### config.mk
export PLATFORM = sky130hd
export DESIGN_NAME = uart_rx_core_flat
export DESIGN_NICKNAME = d
export VERILOG_FILES = /design/src/rtl/uart_pkg.sv /design/src/rtl/uart_rx_core_if.sv /design/src/rtl/uart_sync2.sv /design/src/rtl/uart_rx_core.sv /design/src/flat_wrapper.sv
export SDC_FILE = /design/constraint.sdc
export NUM_CORES = 1
export LEC_CHECK = 0
export BUFFER_PORTS_ARGS = -buffer_cell sky130_fd_sc_hd__buf_2
export CORE_AREA = 2 2 74 76
export DETAILED_ROUTE_END_ITERATION = 7
export DIE_AREA = 0 0 76 78
export PLACE_DENSITY = 0.49
export SLEW_MARGIN = 10
export SYNTH_ARGS = -nofsm -noshare
export SYNTH_HDL_FRONTEND = slang
export SYNTH_SLANG_ARGS = --single-unit
### constraint.sdc
create_clock -name rx_clk -period 1.9 [get_ports rx_clk]
set_input_delay 0.095 -clock rx_clk [delete_from_list [all_inputs] [get_ports rx_clk]]
set_output_delay 0.095 -clock rx_clk [all_outputs]
set_load 0.005 [all_outputs]
### src/rtl/uart_pkg.sv
// Shared definitions for the UART receiver: FSM state encoding, data width
// and default bit period. Optional parity support is selected by the
// UART_RX_PARITY_EN macro.
package uart_pkg;

  localparam int DATA_W           = 8;
  localparam int CLKS_PER_BIT_DEF = 16;

`ifdef UART_RX_PARITY_EN
  typedef enum logic [2:0] {
    ST_IDLE,
    ST_START,
    ST_DATA,
    ST_PARITY,
    ST_STOP,
    ST_BREAK
  } rx_state_e;
`else
  typedef enum logic [2:0] {
    ST_IDLE,
    ST_START,
    ST_DATA,
    ST_STOP,
    ST_BREAK
  } rx_state_e;
`endif

endpackage

### src/rtl/uart_rx_core_if.sv
// Serial input, byte handshake and status pulses of the UART receiver.
// rx_parity_err exists only when UART_RX_PARITY_EN is defined.
interface uart_rx_core_if;
  import uart_pkg::*;

  logic              rx;
  logic              rx_ready;
  logic              rx_valid;
  logic [DATA_W-1:0] rx_data;
  logic              rx_busy;
  logic              rx_frame_err;
  logic              rx_overrun;
`ifdef UART_RX_PARITY_EN
  logic              rx_parity_err;
`endif

  // Receiver side
  modport slave (
    input  rx, rx_ready,
    output rx_valid, rx_data, rx_busy, rx_frame_err, rx_overrun
`ifdef UART_RX_PARITY_EN
    , output rx_parity_err
`endif
  );

  // Line driver / byte consumer side
  modport master (
    output rx, rx_ready,
    input  rx_valid, rx_data, rx_busy, rx_frame_err, rx_overrun
`ifdef UART_RX_PARITY_EN
    , input rx_parity_err
`endif
  );

endinterface

### src/rtl/uart_sync2.sv
// Two-flop synchronizer for the asynchronous serial line. Resets to 1 so
// the line reads as idle while reset is asserted.
module uart_sync2 (
  input  logic i_clk,
  input  logic i_rst,
  input  logic i_d,
  output logic o_q
);

  logic [1:0] r_sync;

  // Shift the raw line through two flops
  always_ff @(posedge i_clk or posedge i_rst) begin
    if (i_rst) r_sync <= 2'b11;
    else       r_sync <= {r_sync[0], i_d};
  end

  assign o_q = r_sync[1];

endmodule

### src/rtl/uart_rx_core.sv
// UART 8N1 receiver with valid/ready holding register, frame-error and
// overrun pulses. Defining UART_RX_PARITY_EN adds an even-parity bit
// between data and stop, plus the rx_parity_err pulse.
module uart_rx_core
  import uart_pkg::*;
#(
  parameter int CLKS_PER_BIT = CLKS_PER_BIT_DEF
) (
  input logic           rx_clk,
  input logic           reset,
  uart_rx_core_if.slave bus
);

  localparam int            CW      = $clog2(CLKS_PER_BIT);
  localparam logic [CW-1:0] FULL_M1 = CW'(CLKS_PER_BIT - 1);
  localparam logic [CW-1:0] HALF_M1 = CW'(CLKS_PER_BIT / 2 - 1);
  // The edge-detect cycle already counts toward the half-bit delay
  localparam logic [CW-1:0] CNT_ONE = CW'(1);

  logic              w_rx_s;
  rx_state_e         r_state, w_state_next;
  logic [CW-1:0]     r_cnt, w_cnt_next;
  logic [2:0]        r_bit, w_bit_next;
  logic [DATA_W-1:0] r_shift, w_shift_next;
  logic              r_done, w_done_next;
  logic              r_frame_err, w_frame_err_next;
  logic [1:0]        r_settle;
  logic              r_rx_prev;
  logic              r_valid;
  logic [DATA_W-1:0] r_data;
  logic              r_overrun;
  logic              w_tick;
  logic              w_hs;
`ifdef UART_RX_PARITY_EN
  logic              r_par_bad, w_par_bad_next;
  logic              r_parity_err, w_parity_err_next;
`endif

  uart_sync2 u_sync (
    .i_clk (rx_clk),
    .i_rst (reset),
    .i_d   (bus.rx),
    .o_q   (w_rx_s)
  );

  assign w_tick = (r_cnt == FULL_M1);
  assign w_hs   = r_valid & bus.rx_ready;

  // Previous synchronized level; held low until the synchronizer has
  // refilled after reset, so a line stuck low never looks like a start edge
  always_ff @(posedge rx_clk or posedge reset) begin
    if (reset) begin
      r_settle  <= 2'd0;
      r_rx_prev <= 1'b0;
    end else begin
      if (r_settle != 2'd2) r_settle <= r_settle + 2'd1;
      r_rx_prev <= (r_settle == 2'd2) ? w_rx_s : 1'b0;
    end
  end

  // FSM state, bit timing and shift register
  always_ff @(posedge rx_clk or posedge reset) begin
    if (reset) begin
      r_state     <= ST_IDLE;
      r_cnt       <= '0;
      r_bit       <= '0;
      r_shift     <= '0;
      r_done      <= 1'b0;
      r_frame_err <= 1'b0;
`ifdef UART_RX_PARITY_EN
      r_par_bad    <= 1'b0;
      r_parity_err <= 1'b0;
`endif
    end else begin
      r_state     <= w_state_next;
      r_cnt       <= w_cnt_next;
      r_bit       <= w_bit_next;
      r_shift     <= w_shift_next;
      r_done      <= w_done_next;
      r_frame_err <= w_frame_err_next;
`ifdef UART_RX_PARITY_EN
      r_par_bad    <= w_par_bad_next;
      r_parity_err <= w_parity_err_next;
`endif
    end
  end

  // Next-state logic: half-bit wait in START, full-bit samples afterwards
  always_comb begin
    w_state_next     = r_state;
    w_cnt_next       = r_cnt + CNT_ONE;
    w_bit_next       = r_bit;
    w_shift_next     = r_shift;
    w_done_next      = 1'b0;
    w_frame_err_next = 1'b0;
`ifdef UART_RX_PARITY_EN
    w_par_bad_next    = r_par_bad;
    w_parity_err_next = 1'b0;
`endif
    case (r_state)
      ST_IDLE: begin
        w_cnt_next = '0;
        if (r_rx_prev && !w_rx_s) begin
          w_state_next = ST_START;
          w_cnt_next   = CNT_ONE;
          w_bit_next   = '0;
`ifdef UART_RX_PARITY_EN
          w_par_bad_next = 1'b0;
`endif
        end
      end
      ST_START: begin
        if (r_cnt == HALF_M1) begin
          w_cnt_next   = '0;
          w_state_next = w_rx_s ? ST_IDLE : ST_DATA;
        end
      end
      ST_DATA: begin
        if (w_tick) begin
          w_cnt_next   = '0;
          w_shift_next = {w_rx_s, r_shift[DATA_W-1:1]};
          w_bit_next   = r_bit + 3'd1;
          if (r_bit == 3'd7) begin
`ifdef UART_RX_PARITY_EN
            w_state_next = ST_PARITY;
`else
            w_state_next = ST_STOP;
`endif
          end
        end
      end
`ifdef UART_RX_PARITY_EN
      ST_PARITY: begin
        if (w_tick) begin
          w_cnt_next   = '0;
          w_state_next = ST_STOP;
          if (^{r_shift, w_rx_s}) begin
            w_par_bad_next    = 1'b1;
            w_parity_err_next = 1'b1;
          end
        end
      end
`endif
      ST_STOP: begin
        if (w_tick) begin
          w_cnt_next = '0;
          if (w_rx_s) begin
            w_state_next = ST_IDLE;
`ifdef UART_RX_PARITY_EN
            w_done_next  = !r_par_bad;
`else
            w_done_next  = 1'b1;
`endif
          end else begin
            w_state_next     = ST_BREAK;
            w_frame_err_next = 1'b1;
          end
        end
      end
      ST_BREAK: begin
        w_cnt_next = '0;
        if (w_rx_s) w_state_next = ST_IDLE;
      end
      default: begin
        w_state_next = ST_IDLE;
        w_cnt_next   = '0;
      end
    endcase
  end

  // Holding register: load when empty or being consumed, else drop and flag
  always_ff @(posedge rx_clk or posedge reset) begin
    if (reset) begin
      r_valid   <= 1'b0;
      r_data    <= '0;
      r_overrun <= 1'b0;
    end else begin
      r_overrun <= 1'b0;
      if (r_done) begin
        if (!r_valid || w_hs) begin
          r_data  <= r_shift;
          r_valid <= 1'b1;
        end else begin
          r_overrun <= 1'b1;
        end
      end else if (w_hs) begin
        r_valid <= 1'b0;
      end
    end
  end

  assign bus.rx_valid     = r_valid;
  assign bus.rx_data      = r_data;
  assign bus.rx_busy      = (r_state != ST_IDLE);
  assign bus.rx_frame_err = r_frame_err;
  assign bus.rx_overrun   = r_overrun;
`ifdef UART_RX_PARITY_EN
  assign bus.rx_parity_err = r_parity_err;
`endif

endmodule

### src/flat_wrapper.sv
// flat-port wrapper written by rule: the top's interface ports become plain ports
module uart_rx_core_flat import uart_pkg::*;
#(
  parameter int CLKS_PER_BIT = CLKS_PER_BIT_DEF
)
  (rx_clk, reset, bus_rx, bus_rx_ready, bus_rx_valid, bus_rx_data, bus_rx_busy, bus_rx_frame_err, bus_rx_overrun);
  uart_rx_core_if bus_i ();
  input logic rx_clk;
  input logic reset;
  input wire logic [$bits(bus_i.rx)-1:0] bus_rx;
  input wire logic [$bits(bus_i.rx_ready)-1:0] bus_rx_ready;
  output wire logic [$bits(bus_i.rx_valid)-1:0] bus_rx_valid;
  output wire logic [$bits(bus_i.rx_data)-1:0] bus_rx_data;
  output wire logic [$bits(bus_i.rx_busy)-1:0] bus_rx_busy;
  output wire logic [$bits(bus_i.rx_frame_err)-1:0] bus_rx_frame_err;
  output wire logic [$bits(bus_i.rx_overrun)-1:0] bus_rx_overrun;
  assign bus_i.rx = bus_rx;
  assign bus_i.rx_ready = bus_rx_ready;
  assign bus_rx_valid = bus_i.rx_valid;
  assign bus_rx_data = bus_i.rx_data;
  assign bus_rx_busy = bus_i.rx_busy;
  assign bus_rx_frame_err = bus_i.rx_frame_err;
  assign bus_rx_overrun = bus_i.rx_overrun;
  uart_rx_core #(.CLKS_PER_BIT(CLKS_PER_BIT)) u_core (.rx_clk(rx_clk), .reset(reset), .bus(bus_i));
endmodule
==> impl_metrics.prom, run 1 <==
# TYPE chip_impl_metric gauge
chip_impl_metric{name="setup_slack_of_the_worst_register_to_register_path",unit="ps"} 330
chip_impl_metric{name="power_leakage",unit="nW"} 0.912
chip_impl_metric{name="timing.max_cap.violations",unit=""} 0
chip_impl_metric{name="cts.path.max_buffers",unit=""} 2
chip_impl_metric{name="synth_async_sr_flop_share",unit=""} 1.00
chip_impl_metric{name="die_width",unit="um"} 76
chip_impl_metric{name="firstDrtPassIters",unit=""} 4
chip_impl_metric{name="clkSlewWorstSetupHoldPaths",unit="ps"} 70
chip_impl_info{name="top_ff_cell_synth",value="sky130_fd_sc_hd__dfrtp_1"} 1
chip_impl_metric{name="cts-buffers-inserted",unit=""} 5
chip_impl_metric{name="synth_enable_flop_cells",unit=""} 0
chip_impl_info{name="crit_path_end_kind",value="flop"} 1
chip_impl_metric{name="cts_resized",unit=""} 0
chip_impl_metric{name="synth_seq_area_share",unit=""} 0.581
chip_impl_metric{name="fin_crit_sh",unit=""} 0.826
chip_impl_metric{name="power.density",unit="mW/mm^2"} 1060
chip_impl_metric{name="yosys.cell_types.count",unit=""} 35
chip_impl_metric{name="worst_clock_skew",unit="ps"} 4.72
chip_impl_metric{name="cp.required",unit="ps"} 2070
chip_impl_metric{name="gr_util_all_layers",unit=""} 0.0946
chip_impl_metric{name="dp_hpwl",unit="mm"} 1.72
chip_impl_metric{name="route.antenna.remaining_nets",unit=""} 0
chip_impl_metric{name="finalMaxSlewViolations",unit=""} 0
chip_impl_metric{name="syn-num-nets",unit=""} 123
chip_impl_metric{name="place.gp.congestion",unit=""} 0.698
chip_impl_metric{name="design.final.nets",unit=""} 146
chip_impl_metric{name="synth.top_cell.area_share",unit=""} 0.546
chip_impl_metric{name="tritoncts_num_sinks",unit=""} 35
chip_impl_metric{name="final-setup-viol-count",unit=""} 0
chip_impl_metric{name="placedCellCount",unit=""} 199
chip_impl_info{name="synth_top_area_cell",value="sky130_fd_sc_hd__dfrtp_1"} 1
chip_impl_metric{name="post-cts-setup-buffer-count",unit=""} 0
chip_impl_info{name="hold_path.startpoint",value="bus_rx_ready"} 1
chip_impl_metric{name="placementRows",unit=""} 26
chip_impl_info{name="min-delay-path-class",value="input pin to flop"} 1
chip_impl_info{name="tritoncts",value="built"} 1
chip_impl_info{name="worst_hold_end",value="u_core.bus.rx_overrun$_DFF_PP0_"} 1
chip_impl_metric{name="post_cts_hold_buffer_count",unit=""} 2
chip_impl_metric{name="final_routed_wire_length_divided_by_cell_count",unit="um"} 11.8
chip_impl_metric{name="seqCellArea",unit="um^2"} 878
chip_impl_metric{name="reg2regPathDepth",unit=""} 4
chip_impl_metric{name="die_area",unit="mm^2"} 0.00593
chip_impl_info{name="clockRootBuffer",value="sky130_fd_sc_hd__clkbuf_8"} 1
chip_impl_metric{name="num_vias",unit=""} 883
chip_impl_metric{name="io_buffers",unit=""} 15
chip_impl_metric{name="layout-drive-gt1-share",unit=""} 0.338
chip_impl_metric{name="placeableCoreArea",unit="mm^2"} 0.00504
chip_impl_metric{name="vias_per_cell",unit=""} 4.22
chip_impl_metric{name="ir_worst_vdd",unit="mV"} 0.518
chip_impl_metric{name="dr.first_iter.drc_count",unit=""} 34
chip_impl_metric{name="area_of_the_multi_input_gates",unit="um^2"} 579
chip_impl_metric{name="first_global_vias",unit=""} 964
chip_impl_metric{name="initial_utilization",unit=""} 0.300
chip_impl_metric{name="detailedPlace.worstSlack",unit="ps"} 329
chip_impl_metric{name="fillCellCount",unit=""} 501
chip_impl_metric{name="antennaDiodeCount",unit=""} 0
chip_impl_metric{name="area_growth",unit="%"} 19.5
chip_impl_metric{name="worst_slew_pin_slew",unit="ps"} 444
chip_impl_metric{name="antenna_found_initial",unit=""} 0
chip_impl_info{name="endpoint_of_the_most_critical_register_to_register_path",value="u_core.r_shift[6]$_DFFE_PP0P_"} 1
chip_impl_metric{name="hold-path-cell-count",unit=""} 3
chip_impl_metric{name="timing.final.hold_violations",unit=""} 0
chip_impl_metric{name="syn_area_per_cell",unit="um^2"} 13.1
chip_impl_metric{name="detail_route.drc_violations",unit=""} 0
chip_impl_metric{name="grt_pass1_wl",unit="mm"} 4.39
chip_impl_metric{name="clock_tree.htree_level_count",unit=""} 2
chip_impl_metric{name="critical_path_arrival",unit="ps"} 1740
chip_impl_metric{name="worst_skew_pair.late_latency",unit="ps"} 280
chip_impl_info{name="launch_instance_of_the_worst_register_to_register_path",value="u_core.r_cnt[0]$_DFF_PP0_"} 1
chip_impl_metric{name="maxSlewHeadroom",unit=""} 0.704
chip_impl_metric{name="ys_ff_latch",unit=""} 35
chip_impl_metric{name="synth_cells",unit=""} 115
chip_impl_metric{name="shortest_period_the_worst_path_allows",unit="ps"} 1570
chip_impl_metric{name="fmaxAchievable",unit="MHz"} 637
chip_impl_metric{name="critical_path.max_fanout",unit=""} 8
chip_impl_metric{name="grt_overflow",unit=""} 0
chip_impl_metric{name="vert_die_dim",unit="um"} 78
chip_impl_info{name="worst-setup-path-type",value="flop to flop"} 1
chip_impl_info{name="startpoint_type",value="flop"} 1
chip_impl_metric{name="total_power",unit="mW"} 1.92
chip_impl_metric{name="wirelength",unit="mm"} 2.46
chip_impl_metric{name="synthesis.area",unit="mm^2"} 0.00151
chip_impl_metric{name="postLayoutSetupSlackWorst",unit="ps"} 330
chip_impl_info{name="netlist_top_cells_area",value="sky130_fd_sc_hd__dfrtp_1 (55%), sky130_fd_sc_hd__mux2_2 (11%), sky130_fd_sc_hd__dfstp_2 (3.5%)"} 1
chip_impl_metric{name="synth.yosys.warnings",unit=""} 0
chip_impl_metric{name="maximum_number_of_pins_on_one_net_before_global_route_repair",unit=""} 36
chip_impl_metric{name="post_layout_nonfiller_instances",unit=""} 209
chip_impl_info{name="outcome",value="finished, final reports clean"} 1
chip_impl_metric{name="design.portCount",unit=""} 16
chip_impl_metric{name="totalNegativeSetupSlack",unit="ps"} 0
chip_impl_info{name="setup_repair_after_global_routing_missed_its_margin",value="false"} 1
==> routing by layer <==
metal / track usage / part of all wire / vias up / wire length, um
met1: 0.116 / 0.47 / 426 / 1150
met3: 0.0302 / 0.038 / 5 / 94
li1: - / - / 440 / -
met5: 0 / 0 / - / 0
met4: 0.0436 / 0.014 / 0 / 34
met2: 0.153 / 0.48 / 12 / 1180
==> state kept, by name, summed over array words and instances (netlist names) <==
register / count
u_core.r_cnt: 4
u_core.r_bit: 3
u_core.r_rx_prev: 1
u_core.bus.rx_valid: 1
u_core.u_sync.r_sync: 2
u_core.r_state: 3
u_core.r_settle: 2
u_core.bus.rx_data: 8
u_core.bus.rx_overrun: 1
u_core.r_shift: 8
u_core.r_done: 1
u_core.bus.rx_frame_err: 1
==> synth_stat cells, drive strengths merged (2+ instances only) <==
master / number
nand2: 7
mux2i: 3
nor2: 6
a21oi: 4
or3: 2
inv: 9
nand3: 2
nor3b: 2
xnor2: 3
ha: 4
mux2: 16
dfrtp: 33
nand2b: 3
dfstp: 2
buf: 2
nor3: 2
or2: 2
==> metrics by stage <==
stage / util / hold WS (ps) / area, um^2
finish: 0.358 / 105 / 1810
CTS: 0.358 / 99.7 / 1810
global route: 0.358 / 125 / 1810
global placement: 0.331 / 201 / 1670
detailed placement: 0.331 / 202 / 1670
floorplan: - / 99.5 / 1510
==> worst max-delay path: stages (launching register included) <==
cell and delay, ps:
sky130_fd_sc_hd__dfrtp_1 380, sky130_fd_sc_hd__ha_1 300, sky130_fd_sc_hd__nand4b_4 210, sky130_fd_sc_hd__nor2_8 220, sky130_fd_sc_hd__mux2_2 350
==> power by group <==
group	internal (mW)	switching (mW)	total (mW)
Sequential	0.819	0.122	0.941
Clock	0.424	0.258	0.682
Combinational	0.152	0.141	0.293
Total	1.40	0.521	1.92
==> how the worst max path moves through the flow <==
stage / from / to / cells past startpoint
after floorplan: u_core.r_cnt[0]$_DFF_PP0_ / u_core.r_shift[0]$_DFFE_PP0P_ / 4
after global placement: u_core.r_cnt[0]$_DFF_PP0_ / u_core.r_shift[0]$_DFFE_PP0P_ / 4
after detailed placement: u_core.r_cnt[0]$_DFF_PP0_ / u_core.r_shift[6]$_DFFE_PP0P_ / 4
after CTS: u_core.r_cnt[0]$_DFF_PP0_ / u_core.r_shift[6]$_DFFE_PP0P_ / 4
after global routing: u_core.r_cnt[0]$_DFF_PP0_ / u_core.r_shift[0]$_DFFE_PP0P_ / 4
final: u_core.r_cnt[0]$_DFF_PP0_ / u_core.r_shift[6]$_DFFE_PP0P_ / 4
==> layout by cell type (no fill, tap or decap), drive strengths merged, types with 2 or more instances in the layout <==
cell	Yosys	final
inv	9	9
clkbuf	1	6
nor2	6	6
a21oi	4	4
xnor2	3	3
nor3b	2	2
or2	2	2
buf	2	17
or3	2	2
nand2	7	7
nor3	2	2
mux2i	3	3
dfrtp	33	33
dlygate4sd3	0	2
mux2	16	16
ha	4	4
nand3	2	2
nand2b	3	3
dfstp	2	2
==> cell type report <==
| cell class | instances | share of cell area |
|---|---|---|
| clock buffer | 6 | 0.0457 |
| timing repair buffer | 19 | 0.0609 |
| tap | 70 | 0.0485 |
| clock inverter | 2 | 0.0194 |
| sequential | 35 | 0.486 |
| multi-input combinational | 68 | 0.321 |
| inverter | 9 | 0.0187 |
==> cells by family (layout without fill, tap and decap cells) <==
| kind of cell | Yosys count | in the layout | synth area share |
|---|---|---|---|
| compound gates | 10 | 10 | 0.0563 |
| xor+xnor | 4 | 4 | 0.0232 |
| fa+ha+maj | 4 | 4 | 0.0331 |
| buf+inv | 12 | 36 | 0.0356 |
| flops | 35 | 35 | 0.581 |
| mux | 19 | 19 | 0.139 |
| simple gates | 31 | 31 | 0.132 |
(Power assumes the default switching activity.)
==> inputs of run 2 (changes only) <==
==> constraint.sdc (replaced) <==
create_clock -name rx_clk -period 1.47 [get_ports rx_clk]
set_input_delay 0.0735 -clock rx_clk [delete_from_list [all_inputs] [get_ports rx_clk]]
set_output_delay 0.0735 -clock rx_clk [all_outputs]
set_load 0.005 [all_outputs]
==> run 2 against run 1 <==
Effect of this change: clock skew rose by 3.6 ps; global-route usage is 0.29 points lower; critical path depth is 1 lower; worst setup slack worse by 260 ps; cell count grew 3.8%.
==> impl_metrics.prom, run 2 (same netlist as run 1, synthesis figures left out) <==
# TYPE chip_impl_metric gauge
chip_impl_metric{name="reg2regPathDepth",unit=""} 4
chip_impl_metric{name="num_vias",unit=""} 918
chip_impl_metric{name="critical_path.max_fanout",unit=""} 9
chip_impl_metric{name="share_comb_of_total_power",unit=""} 0.249
chip_impl_metric{name="worst_clock_skew",unit="ps"} 8.33
chip_impl_metric{name="fin_crit_sh",unit=""} 0.956
chip_impl_metric{name="maximum_number_of_pins_on_one_net_before_global_route_repair",unit=""} 36
chip_impl_metric{name="finish.utilization",unit=""} 0.365
chip_impl_metric{name="place_area",unit="mm^2"} 0.00172
chip_impl_metric{name="cpPeakStageDelay",unit="ps"} 430
chip_impl_metric{name="clockPowerShare",unit=""} 0.269
chip_impl_info{name="tritoncts",value="built"} 1
chip_impl_metric{name="first_global_vias",unit=""} 993
chip_impl_metric{name="power_leakage",unit="nW"} 0.930
chip_impl_metric{name="detail_route.drc_violations",unit=""} 0
chip_impl_metric{name="cell_internal_pwr",unit="mW"} 1.70
chip_impl_metric{name="timing.max_cap.violations",unit=""} 0
chip_impl_metric{name="worst_slew_pin_slew",unit="ps"} 432
chip_impl_metric{name="die_area",unit="mm^2"} 0.00593
chip_impl_info{name="outcome",value="finished, final reports clean"} 1
chip_impl_metric{name="design.portCount",unit=""} 16
chip_impl_info{name="crit_path_end_kind",value="output pin"} 1
chip_impl_metric{name="final-setup-viol-count",unit=""} 0
chip_impl_metric{name="placeableCoreArea",unit="mm^2"} 0.00504
chip_impl_info{name="endpoint_of_the_most_critical_register_to_register_path",value="u_core.r_shift[4]$_DFFE_PP0P_"} 1
chip_impl_metric{name="dp_hpwl",unit="mm"} 1.84
chip_impl_metric{name="timing.final.hold_violations",unit=""} 0
chip_impl_info{name="worst_hold_end",value="u_core.bus.rx_overrun$_DFF_PP0_"} 1
chip_impl_metric{name="initial_utilization",unit=""} 0.300
chip_impl_metric{name="worst_skew_pair.late_latency",unit="ps"} 280
chip_impl_metric{name="critical_path_arrival",unit="ps"} 1330
chip_impl_metric{name="layout-drive-gt1-share",unit=""} 0.374
chip_impl_metric{name="grt_overflow",unit=""} 0
chip_impl_metric{name="p_sw_frac",unit=""} 0.282
chip_impl_metric{name="design_area",unit="mm^2"} 0.00184
chip_impl_info{name="hold_path.startpoint",value="bus_rx_ready"} 1
chip_impl_metric{name="power.density",unit="mW/mm^2"} 1290
chip_impl_info{name="crit_path_top_delay_cell",value="sky130_fd_sc_hd__dfrtp_1"} 1
chip_impl_info{name="worst-setup-path-type",value="flop to output pin"} 1
chip_impl_metric{name="cts-buffers-inserted",unit=""} 5
chip_impl_metric{name="fin_worst_hold_slack",unit="ps"} 92.7
chip_impl_info{name="cell_chain_critical_path",value="buf_6, or3_1, buf_2"} 1
chip_impl_metric{name="antennaDiodeCount",unit=""} 0
chip_impl_metric{name="switching_power_total",unit="uW"} 669
chip_impl_info{name="clockRootBuffer",value="sky130_fd_sc_hd__clkbuf_8"} 1
chip_impl_metric{name="fmaxAchievable",unit="MHz"} 712
chip_impl_metric{name="dr.first_iter.drc_count",unit=""} 21
chip_impl_info{name="final_common_cell",value="sky130_fd_sc_hd__dfrtp_1"} 1
chip_impl_metric{name="final_routed_wire_length_divided_by_cell_count",unit="um"} 11.8
chip_impl_info{name="path_delay_family",value="flip-flops"} 1
chip_impl_metric{name="shortest_period_the_worst_path_allows",unit="ps"} 1400
chip_impl_metric{name="firstDrtPassIters",unit=""} 4
chip_impl_metric{name="die_width",unit="um"} 76
chip_impl_metric{name="placementRows",unit=""} 26
chip_impl_metric{name="p_seq_frac",unit=""} 0.483
chip_impl_metric{name="finalMaxSlewViolations",unit=""} 0
chip_impl_metric{name="tritoncts_num_sinks",unit=""} 35
chip_impl_metric{name="vert_die_dim",unit="um"} 78
chip_impl_metric{name="io_buffers",unit=""} 15
chip_impl_metric{name="cts.path.max_buffers",unit=""} 2
chip_impl_metric{name="gr_util_all_layers",unit=""} 0.0917
chip_impl_info{name="most-common-layout-cells",value="sky130_fd_sc_hd__dfrtp_1 (33), sky130_fd_sc_hd__mux2_2 (15), sky130_fd_sc_hd__buf_2 (15)"} 1
chip_impl_metric{name="clkSlewWorstSetupHoldPaths",unit="ps"} 70
chip_impl_info{name="launch_instance_of_the_worst_register_to_register_path",value="u_core.r_cnt[1]$_DFF_PP0_"} 1
chip_impl_metric{name="design.final.nets",unit=""} 154
chip_impl_metric{name="route.antenna.remaining_nets",unit=""} 0
chip_impl_metric{name="critical_path.n_buffers_inverters",unit=""} 2
chip_impl_metric{name="wirelength",unit="mm"} 2.57
chip_impl_metric{name="place.gp.congestion",unit=""} 0.756
chip_impl_metric{name="hold-path-cell-count",unit=""} 3
chip_impl_info{name="setup_repair_after_global_routing_missed_its_margin",value="false"} 1
chip_impl_metric{name="grt_pass1_wl",unit="mm"} 4.41
chip_impl_info{name="startpoint_type",value="flop"} 1
chip_impl_metric{name="setup_slack_of_the_worst_register_to_register_path",unit="ps"} 90
chip_impl_info{name="min-delay-path-class",value="input pin to flop"} 1
chip_impl_metric{name="totalNegativeSetupSlack",unit="ps"} 0
chip_impl_metric{name="antenna_found_initial",unit=""} 0
chip_impl_metric{name="vias_per_cell",unit=""} 4.23
chip_impl_metric{name="maxSlewHeadroom",unit=""} 0.712
chip_impl_metric{name="cp.required",unit="ps"} 1400
chip_impl_metric{name="area_growth",unit="%"} 21.9
chip_impl_metric{name="clock_tree.htree_level_count",unit=""} 2
chip_impl_metric{name="ir_worst_vdd",unit="mV"} 0.576
run 2: timing repair:
action | CTS | global route
buffers inserted | 0 | 1
resized for setup | 0 | 4
hold buffers | 2 | 0
setup endpoints to repair | 0 | 17
hold endpoints to repair | 34 | 0
run 2: per-layer routing:
layer	GRT usage	wire length [um]	vias to the layer above
met2	0.159	1220	15
met5	0	0	-
met3	0.0291	82	3
li1	-	-	453
met1	0.112	1250	447
met4	0.0218	11	0
run 2: worst reg2reg max path, cell delays in order, from the launching register on:
cell and delay, ps:
sky130_fd_sc_hd__dfrtp_1 360, sky130_fd_sc_hd__ha_2 210, sky130_fd_sc_hd__nand4b_4 130, sky130_fd_sc_hd__nor2_8 200, sky130_fd_sc_hd__mux2_2 350
run 2: power groups by stage:
stage | Sequential, mW | Combinational (mW) | Clock [mW]
CTS | 1.14 | 0.557 | 0.661
detailed placement | 1.16 | 0.552 | 0
finish | 1.14 | 0.590 | 0.637
floorplan | 1.16 | 0.385 | 0
global route | 1.15 | 0.666 | 0.719
global placement | 1.16 | 0.539 | 0
run 2: worst max-delay path by stage:
stage                             startpoint                            end  slack [ps]  cells after the start
3_5_place_dp       u_core.r_cnt[0]$_DFF_PP0_  u_core.r_shift[4]$_DFFE_PP0P_          70                      4
4_1_cts        u_core.r_state[1]$_DFFE_PP0P_                    bus_rx_busy          30                      3
6_report       u_core.r_state[1]$_DFFE_PP0P_                    bus_rx_busy          70                      3
3_3_place_gp       u_core.r_cnt[0]$_DFF_PP0_  u_core.r_state[2]$_DFFE_PP0P_          90                      5
5_1_grt            u_core.r_cnt[1]$_DFF_PP0_  u_core.r_shift[4]$_DFFE_PP0P_          10                      4
2_1_floorplan      u_core.r_cnt[0]$_DFF_PP0_  u_core.r_shift[0]$_DFFE_PP0P_          20                      4
run 2: final cells by class:
type	count	area, um^2
Clock buffer	8	80.1
Fill cell	490	3200
Inverter	9	33.8
Multi-Input combinational cell	68	588
Sequential cell	35	878
Tap cell	70	87.6
Timing Repair Buffer	27	174
run 2: through the flow:
step	setup slack (ps)	power, mW	instances
after floorplan	23.9	1.54	115
after global placement	87.4	1.70	206
after detailed placement	66.4	1.71	206
after CTS	27.7	2.36	216
after global routing	12.1	2.54	217
final	65.4	2.37	217
==> inputs of run 3 (changes only) <==
--- a/config.mk
+++ b/config.mk
@@ -9,7 +9,7 @@
 export CORE_AREA = 2 2 74 76
 export DETAILED_ROUTE_END_ITERATION = 7
 export DIE_AREA = 0 0 76 78
-export PLACE_DENSITY = 0.49
+export PLACE_DENSITY = 0.45
 export SLEW_MARGIN = 10
 export SYNTH_ARGS = -nofsm -noshare
 export SYNTH_HDL_FRONTEND = slang
==> run 3 against run 2 <==
Effect of this change: final area is 0.75% higher; clock power is 20% higher; power is 4.3% higher.
==> impl_metrics.prom, run 3 (same netlist as run 1, synthesis figures left out) <==
# TYPE chip_impl_metric gauge
chip_impl_metric{name="share_comb_of_total_power",unit=""} 0.231
chip_impl_metric{name="met1_usage",unit=""} 0.116
chip_impl_metric{name="grt_overflow",unit=""} 0
chip_impl_metric{name="postLayoutSetupSlackWorst",unit="ps"} 76.0
chip_impl_metric{name="cts.path.max_buffers",unit=""} 2
chip_impl_metric{name="die_area",unit="mm^2"} 0.00593
chip_impl_metric{name="power_leakage",unit="nW"} 0.935
chip_impl_info{name="cell_chain_critical_path",value="buf_6, or3_1, buf_2"} 1
chip_impl_metric{name="wirelength",unit="mm"} 2.52
chip_impl_metric{name="placementRows",unit=""} 26
chip_impl_info{name="hold_path.startpoint",value="bus_rx_ready"} 1
chip_impl_metric{name="worst_slew_pin_slew",unit="ps"} 444
chip_impl_metric{name="ir_worst_vdd",unit="mV"} 0.542
chip_impl_metric{name="gr_util_all_layers",unit=""} 0.0978
chip_impl_metric{name="totalNegativeSetupSlack",unit="ps"} 0
chip_impl_metric{name="maxSlewHeadroom",unit=""} 0.704
chip_impl_metric{name="design.final.nets",unit=""} 153
chip_impl_metric{name="antenna_found_initial",unit=""} 0
chip_impl_metric{name="fin_worst_hold_slack",unit="ps"} 75.4
chip_impl_metric{name="p_sw_frac",unit=""} 0.281
chip_impl_metric{name="vias_per_cell",unit=""} 4.29
chip_impl_info{name="outcome",value="finished, final reports clean"} 1
chip_impl_metric{name="power.density",unit="mW/mm^2"} 1330
chip_impl_metric{name="shortest_period_the_worst_path_allows",unit="ps"} 1390
chip_impl_info{name="tritoncts",value="built"} 1
chip_impl_metric{name="cpPeakStageDelay",unit="ps"} 420
chip_impl_metric{name="timing.final.hold_violations",unit=""} 0
chip_impl_metric{name="design.portCount",unit=""} 16
chip_impl_metric{name="placeableCoreArea",unit="mm^2"} 0.00504
chip_impl_info{name="launch_instance_of_the_worst_register_to_register_path",value="u_core.r_cnt[0]$_DFF_PP0_"} 1
chip_impl_metric{name="critical_path_arrival",unit="ps"} 1320
chip_impl_metric{name="met2_usage",unit=""} 0.154
chip_impl_info{name="startpoint_type",value="flop"} 1
chip_impl_info{name="worst-setup-path-type",value="flop to output pin"} 1
chip_impl_metric{name="critical_path.max_fanout",unit=""} 6
chip_impl_info{name="clockRootBuffer",value="sky130_fd_sc_hd__clkbuf_8"} 1
chip_impl_info{name="min-delay-path-class",value="input pin to flop"} 1
chip_impl_info{name="crit_path_end_kind",value="output pin"} 1
chip_impl_info{name="crit_path_top_delay_cell",value="sky130_fd_sc_hd__dfrtp_1"} 1
chip_impl_metric{name="maximum_number_of_pins_on_one_net_before_global_route_repair",unit=""} 36
chip_impl_metric{name="cell_internal_pwr",unit="mW"} 1.78
chip_impl_metric{name="detail_route.drc_violations",unit=""} 0
chip_impl_metric{name="clock_tree.htree_level_count",unit=""} 2
chip_impl_metric{name="die_width",unit="um"} 76
chip_impl_metric{name="place.gp.congestion",unit=""} 0.728
chip_impl_metric{name="gr-usage-met3",unit=""} 0.0395
chip_impl_metric{name="detailedPlace.worstSlack",unit="ps"} 58.0
chip_impl_metric{name="initial_utilization",unit=""} 0.300
chip_impl_metric{name="dp_hpwl",unit="mm"} 1.81
chip_impl_metric{name="switching_power_total",unit="uW"} 696
chip_impl_info{name="busiest_layer",value="met2"} 1
chip_impl_metric{name="final_routed_wire_length_divided_by_cell_count",unit="um"} 11.7
chip_impl_metric{name="route.antenna.remaining_nets",unit=""} 0
chip_impl_metric{name="timing.max_cap.violations",unit=""} 0
chip_impl_metric{name="io_buffers",unit=""} 15
chip_impl_metric{name="cp.required",unit="ps"} 1400
chip_impl_metric{name="grt_pass1_wl",unit="mm"} 4.52
chip_impl_metric{name="critical_path.n_buffers_inverters",unit=""} 2
chip_impl_metric{name="first_global_vias",unit=""} 996
chip_impl_metric{name="area_growth",unit="%"} 22.8
chip_impl_metric{name="tritoncts_num_sinks",unit=""} 35
chip_impl_info{name="path_delay_family",value="flip-flops"} 1
chip_impl_metric{name="worst_clock_skew",unit="ps"} 7.14
chip_impl_metric{name="vert_die_dim",unit="um"} 78
chip_impl_metric{name="layout-drive-gt1-share",unit=""} 0.384
chip_impl_metric{name="finalMaxSlewViolations",unit=""} 0
chip_impl_info{name="cp-startpoint",value="u_core.r_state[0]$_DFFE_PP0P_"} 1
chip_impl_metric{name="cts-buffers-inserted",unit=""} 5
chip_impl_metric{name="antennaDiodeCount",unit=""} 0
chip_impl_metric{name="fin_crit_sh",unit=""} 0.948
chip_impl_metric{name="clockPowerShare",unit=""} 0.309
chip_impl_metric{name="firstDrtPassIters",unit=""} 2
chip_impl_metric{name="num_vias",unit=""} 927
chip_impl_metric{name="dr.first_iter.drc_count",unit=""} 27
chip_impl_info{name="most-common-layout-cells",value="sky130_fd_sc_hd__dfrtp_1 (33), sky130_fd_sc_hd__mux2_2 (15), sky130_fd_sc_hd__buf_2 (15)"} 1
chip_impl_metric{name="final-setup-viol-count",unit=""} 0
chip_impl_metric{name="worst_skew_pair.late_latency",unit="ps"} 280
chip_impl_info{name="final_common_cell",value="sky130_fd_sc_hd__dfrtp_1"} 1
chip_impl_metric{name="p_seq_frac",unit=""} 0.460
chip_impl_info{name="setup_repair_after_global_routing_missed_its_margin",value="false"} 1
chip_impl_metric{name="clkSlewWorstSetupHoldPaths",unit="ps"} 70
chip_impl_metric{name="fillCellCount",unit=""} 504
chip_impl_metric{name="fmaxAchievable",unit="MHz"} 717
[run 3: metal layers]
layer  routed length [um]  share of wire
met4                   51          0.020
met5                    0              0
met2                 1170           0.47
met3                  109          0.043
met1                 1180           0.47
[run 3: worst reg2reg max path, cell delays in order (launching register included)]
cell and delay [ps]:
sky130_fd_sc_hd__dfrtp_1 370, sky130_fd_sc_hd__ha_2 220, sky130_fd_sc_hd__nand4b_4 140, sky130_fd_sc_hd__nor2_8 210, sky130_fd_sc_hd__mux2_2 350
[run 3: final timing paths]
kind | end | slack [ps] | cells past startpoint
worst min register to register | u_core.u_sync.r_sync[1]$_DFF_PP1_ | 360 | 0
worst max register to register | u_core.r_shift[5]$_DFFE_PP0P_ | 80 | 4
min in group asynchronous | u_core.bus.rx_data[1]$_DFFE_PP0P_ | 420 | 4
worst min-delay path | u_core.bus.rx_overrun$_DFF_PP0_ | 80 | 3
max in group asynchronous | u_core.u_sync.r_sync[0]$_DFF_PP1_ | 700 | 4
worst max-delay path | bus_rx_busy | 80 | 3
[run 3: area by class of cell]
cell class,instances,area (um^2),share of cell area
flip-flops and latches,35,878,0.473
multi-input cells,68,586,0.316
repair buffers,26,166,0.0897
clock buffers,7,96.3,0.0519
well taps,70,87.6,0.0472
inverters,9,33.8,0.0182
clock inverters,1,7.51,0.00405
[run 3: timing repair]
action,4_1_cts,5_1_grt
hold buffers,2,0
endpoints found under the hold margin,34,0
setup endpoints to repair,0,9
resized for setup,0,3
setup buffers,0,1
[run 3: stage by stage]
step | std cells | util | power [mW] | instance area (um^2)
final | 216 | 0.368 | 2.47 | 1860
after global routing | 216 | 0.368 | 2.64 | 1860
after CTS | 215 | 0.365 | 2.48 | 1840
after detailed placement | 205 | 0.340 | 1.69 | 1710
after global placement | 205 | 0.340 | 1.69 | 1710
after floorplan | 115 | - | 1.54 | 1510
[run 3: power by group through the flow]
| stage | clock, mW | combinational, mW | sequential, mW |
|---|---|---|---|
| after floorplan | 0 | 0.385 | 1.16 |
| after global placement | 0 | 0.526 | 1.16 |
| after detailed placement | 0 | 0.528 | 1.16 |
| after CTS | 0.796 | 0.537 | 1.15 |
| after global routing | 0.837 | 0.656 | 1.15 |
| final | 0.764 | 0.572 | 1.14 |
